File: src/rtl/reg_pipe_pkg.sv
// Shared constants and helpers for the elastic register pipe.
package reg_pipe_pkg;

  localparam logic [7:0]  PIPE_DEFAULT_RESET = 8'h34;
  localparam int unsigned PIPE_MAX_DEPTH     = 16;

  // Width needed to hold an occupancy count of 0..depth.
  function automatic int unsigned cnt_width(input int unsigned depth);
    return $clog2(depth + 1);
  endfunction

endpackage

File: src/rtl/reg_pipe_stage.sv
// One pipe stage: a data register plus its valid bit.
// Ports: clk, reset (sync, active-high), flush, adv (stage may load),
//        up_valid/up_data (from the stage behind or the input port),
//        data/valid (registered stage contents).
module reg_pipe_stage
  import reg_pipe_pkg::*;
#(
  parameter int unsigned      WIDTH       = 8,
  parameter logic [WIDTH-1:0] RESET_VALUE = PIPE_DEFAULT_RESET,
  parameter bit               CLK_NEGEDGE = 1'b1
) (
  input  logic             clk,
  input  logic             reset,
  input  logic             flush,
  input  logic             adv,
  input  logic             up_valid,
  input  logic [WIDTH-1:0] up_data,
  output logic [WIDTH-1:0] data,
  output logic             valid
);

  logic [WIDTH-1:0] data_d;
  logic             valid_d;

  // Data only loads on a valid word so bubbles leave the register untouched.
  always_comb begin
    data_d  = data;
    valid_d = valid;
    if (flush) begin
      data_d  = RESET_VALUE;
      valid_d = 1'b0;
    end else if (adv) begin
      valid_d = up_valid;
      if (up_valid) begin
        data_d = up_data;
      end
    end
  end

  if (CLK_NEGEDGE) begin : g_neg
    always_ff @(negedge clk) begin
      if (reset) begin
        data  <= RESET_VALUE;
        valid <= 1'b0;
      end else begin
        data  <= data_d;
        valid <= valid_d;
      end
    end
  end else begin : g_pos
    always_ff @(posedge clk) begin
      if (reset) begin
        data  <= RESET_VALUE;
        valid <= 1'b0;
      end else begin
        data  <= data_d;
        valid <= valid_d;
      end
    end
  end

endmodule

File: src/rtl/reg_pipe_elastic.sv
// Elastic delay line of DEPTH register stages with valid/ready flow control.
// Ports: clk, reset (sync, active-high), in_data/in_valid/in_ready (upstream),
//        out_data/out_valid/out_ready (downstream), flush (sync clear),
//        count (number of valid stages).
module reg_pipe_elastic
  import reg_pipe_pkg::*;
#(
  parameter int unsigned      WIDTH       = 8,
  parameter int unsigned      DEPTH       = 3,
  parameter logic [WIDTH-1:0] RESET_VALUE = PIPE_DEFAULT_RESET,
  parameter bit               CLK_NEGEDGE = 1'b1
) (
  input  logic                       clk,
  input  logic                       reset,
  input  logic [WIDTH-1:0]           in_data,
  input  logic                       in_valid,
  output logic                       in_ready,
  output logic [WIDTH-1:0]           out_data,
  output logic                       out_valid,
  input  logic                       out_ready,
  input  logic                       flush,
  output logic [$clog2(DEPTH+1)-1:0] count
);

  localparam int unsigned CW = cnt_width(DEPTH);

  logic [WIDTH-1:0] stage_data [DEPTH];
  logic [DEPTH-1:0] stage_valid;
  logic [DEPTH:0]   adv;
  logic             in_xfer;
  logic             out_xfer;
  logic [CW-1:0]    count_q;
  logic [CW-1:0]    count_d;

  // Combinational ready chain: an empty stage can always load, so bubbles collapse.
  assign adv[DEPTH] = out_ready;

  for (genvar g = 0; g < DEPTH; g++) begin : g_stage
    logic             up_valid;
    logic [WIDTH-1:0] up_data;

    assign adv[g] = !stage_valid[g] || adv[g+1];

    if (g == 0) begin : g_head
      assign up_valid = in_xfer;
      assign up_data  = in_data;
    end else begin : g_body
      assign up_valid = stage_valid[g-1];
      assign up_data  = stage_data[g-1];
    end

    reg_pipe_stage #(
      .WIDTH       (WIDTH),
      .RESET_VALUE (RESET_VALUE),
      .CLK_NEGEDGE (CLK_NEGEDGE)
    ) u_stage (
      .clk      (clk),
      .reset    (reset),
      .flush    (flush),
      .adv      (adv[g]),
      .up_valid (up_valid),
      .up_data  (up_data),
      .data     (stage_data[g]),
      .valid    (stage_valid[g])
    );
  end

  assign in_ready  = adv[0] && !flush && !reset;
  assign in_xfer   = in_valid && in_ready;
  assign out_data  = stage_data[DEPTH-1];
  assign out_valid = stage_valid[DEPTH-1];
  assign out_xfer  = out_valid && out_ready;
  assign count     = count_q;

  always_comb begin
    count_d = count_q;
    unique case ({in_xfer, out_xfer})
      2'b10:   count_d = count_q + CW'(1);
      2'b01:   count_d = count_q - CW'(1);
      default: count_d = count_q;
    endcase
    if (flush) begin
      count_d = '0;
    end
  end

  if (CLK_NEGEDGE) begin : g_cnt_neg
    always_ff @(negedge clk) begin
      if (reset) begin
        count_q <= '0;
      end else begin
        count_q <= count_d;
      end
    end
  end else begin : g_cnt_pos
    always_ff @(posedge clk) begin
      if (reset) begin
        count_q <= '0;
      end else begin
        count_q <= count_d;
      end
    end
  end

endmodule

File: config.mk
export PLATFORM = sky130hd
export DESIGN_NAME = reg_pipe_elastic
export DESIGN_NICKNAME = d
export VERILOG_FILES = /design/src/rtl/reg_pipe_pkg.sv /design/src/rtl/reg_pipe_stage.sv /design/src/rtl/reg_pipe_elastic.sv
export SDC_FILE = /design/constraint.sdc
export NUM_CORES = 1
export LEC_CHECK = 0
export CAP_MARGIN = 20
export CORE_ASPECT_RATIO = 1.5
export CORE_MARGIN = 1
export CORE_UTILIZATION = 49
export CTS_BUF_LIST = sky130_fd_sc_hd__clkbuf_16
export DETAILED_ROUTE_END_ITERATION = 12
export GPL_TIMING_DRIVEN = 0
export PLACE_DENSITY_LB_ADDON = 0.15
export SLEW_MARGIN = 20
export SYNTH_ARGS = -nofsm -noshare
export SYNTH_HDL_FRONTEND = slang
export SYNTH_SLANG_ARGS = --single-unit
File: constraint.sdc
create_clock -name clk -period 2.53 [get_ports clk]
set_clock_uncertainty 0.15 [all_clocks]
set_input_delay 0.253 -clock clk [delete_from_list [all_inputs] [get_ports clk]]
set_output_delay 0.253 -clock clk [all_outputs]
set_load 0.05 [all_outputs]
==> impl_metrics.tcl <==
set metrics [dict create \
    status "complete, but fails checks" \
    violations "negative setup slack" \
    syn_area_um2 1160 \
    path_clk_slew_ps 30 \
    intPower_w 0.000919 \
    clock_latency_ps 340 \
    num_vias 1077 \
    die_h_um 61.7 \
    path_cells "and2b_2 -> a31oi_4 -> buf_6" \
    setup-violations-final 3 \
    vdd_drop_max_uv 773 \
    fin_ws_ps -356 \
    clkSinkCount 29 \
    ant_nets 0 \
    cts_tree "yes" \
    n_antenna_cell 0 \
    combPwrFrac 0.058 \
    drtPass1Iterations 4 \
    via_per_inst 5.08 \
    dieArea_um2 2570 \
    whs_path_depth 2 \
    wl_per_cell_um 11.1 \
    drive_above_1_share 0.280 \
    clock_path_buffers 2 \
    switchingPower_w 0.000331 \
    leakage_nw 0.870 \
    dp_slack_ps -951 \
    slowest_delay_ps 330 \
    cts_root_buf "clkbuf_16" \
    numCtsBuffers 5 \
    gr-usage-all-layers 0.205 \
    seqPwrFrac 0.377 \
    final_cell_area_um2 1780 \
    ys_seq_area_frac 0.499 \
    yosys_warnings 0 \
    hold_path.class "flip-flop to flip-flop" \
    grt_first_pass_wirelength_um 3730 \
    synth-seq-cells 29 \
    syn-instance-count 124 \
    crit_path_max_fanout 4 \
    fp-row-count 21 \
    gp_congestion 0.709 \
    yosysUniqueCellTypes 24 \
    start_kind "flip-flop" \
    sw_frac_of_total 0.265 \
    grt_pass1_vias 961 \
    pwr-share-clk 0.565 \
    grt_setup_unrepaired "yes" \
    grt_max_degree 11 \
    antenna_found_initial 0 \
    critPathArrivalTime_ps 2480 \
    routed_wl_um 2360 \
    htree_levels 2 \
    criticalPathCategory "flip-flop to output port" \
    tightestPinTransition_ps 483 \
    crit_slowest_cell "dfxtp_4" \
    p_per_area_nw_per_um2 702 \
    worstSetupEndpointType "output port" \
    syn2layout_area_growth_pct 53.1 \
    synth_fp_nets 138 \
    maxSlewHeadroom 0.680 \
    pin_count 25 \
    report.final.hold_viol_count 0 \
    nets 203 \
    drc 0 \
    core_um2 2230 \
    r2r_cells 6 \
    critPathRequiredTime_ps 2130 \
    initial_core_util 0.520 \
    overflow 0 \
    dp_hpwl_um 1520 \
    drv_cap 0 \
    placed_area_um2 1460 \
    final_cell_mix "inv_1, dfxtp_1, mux2i_1" \
    drv_slew 0 \
    final_common_cell "inv_1" \
    initialDrtViolationCount 25 \
    die_x_um 41.8 \
    avgSynthCellArea_um2 9.37 \
    io_buffer_count 24 \
]
[critical path, delay by kind of cell (launching register included)]
kind            cells  cell delay (ps)
flops               1              330
compound gates      1              140
buf+inv             1              170
simple gates        1              230
[flip-flops by register name (all words and copies together), names as in the netlist]
| name | cells |
|---|---|
| count | 2 |
| g_stage.u_stage.data | 24 |
| g_stage.u_stage.valid | 3 |
[synth_stat cells]
cell,instances,area [um2]
ha_1,1,12.5
a21oi_1,8,40.0
and2b_2,1,8.76
nor2_1,9,33.8
clkbuf_1,1,3.75
or3_1,1,6.26
buf_2,4,20.0
inv_1,10,37.5
nor2_2,1,6.26
nand2_1,11,41.3
and2_2,1,7.51
a31oi_1,2,12.5
xnor2_1,1,8.76
buf_6,2,22.5
dfxtp_1,29,581
a21boi_2,1,11.3
nand2b_4,1,13.8
nand3_1,11,55.1
mux2i_1,16,160
buf_4,1,7.51
xor2_1,1,8.76
o211ai_2,1,12.5
or2_1,1,6.26
o21ai_0,9,45.0
[final timing paths]
path                                    from                    endpoint  slack, ps
hold reg to reg   g_stage[1].u_stage.data[6]  g_stage[1].u_stage.data[6]        300
setup / recovery    g_stage[2].u_stage.valid                    in_ready       -360
hold / removal    g_stage[1].u_stage.data[6]  g_stage[1].u_stage.data[6]        300
setup reg to reg    g_stage[0].u_stage.valid                    count[1]        820
[routing by layer]
layer | wire [um] | track usage
met1 | 879 | 0.169
met2 | 1220 | 0.321
met3 | 176 | 0.138
met4 | 89 | 0.207
met5 | 0 | 0
[power groups by stage]
stage          clock (W)  sequential, W  combinational (W)
2_1_floorplan  0.0000725       0.000480          0.0000364
4_1_cts         0.000732       0.000471          0.0000713
3_3_place_gp   0.0000725       0.000477          0.0000672
3_5_place_dp   0.0000725       0.000478          0.0000689
5_1_grt         0.000798       0.000470          0.0000786
6_report        0.000706       0.000471          0.0000727
[cell families after synthesis]
| group | synth area share |
|---|---|
| AO/OA/AOI/OAI | 0.104 |
| flip-flops | 0.499 |
| adder cells (fa/ha/maj) | 0.0108 |
| buffers and inverters | 0.0786 |
| XOR/XNOR | 0.0151 |
| AND/OR/NAND/NOR | 0.154 |
| multiplexers | 0.138 |
[metrics by stage]
step	util	total power [W]	hold WS (ps)	TNS, ps	cells
2_1_floorplan	-	0.000589	285	-951	124
3_3_place_gp	0.654	0.000617	295	-16510	171
3_5_place_dp	0.654	0.000619	297	-17510	171
4_1_cts	0.778	0.00127	304	-896	211
5_1_grt	0.797	0.00135	315	-845	212
6_report	0.797	0.00125	301	-714	212
[area by class of cell]
| class | instances | area, um2 |
|---|---|---|
| buffer | 6 | 41.3 |
| clock buffer | 5 | 125 |
| clock inverter | 31 | 118 |
| timing repair buffer | 32 | 310 |
| fill | 158 | 454 |
| tap | 23 | 28.8 |
| inverter | 9 | 33.8 |
| multi-input combinational | 77 | 523 |
| sequential | 29 | 599 |
[timing repair]
action                                  in CTS  in global routing
resized for setup                           95                 18
buffers inserted                             6                  2
hold buffers                                 0                  0
pin swaps                                    5                  5
endpoints found under the setup margin      41                 13
Power figures use the tool's default switching activity.
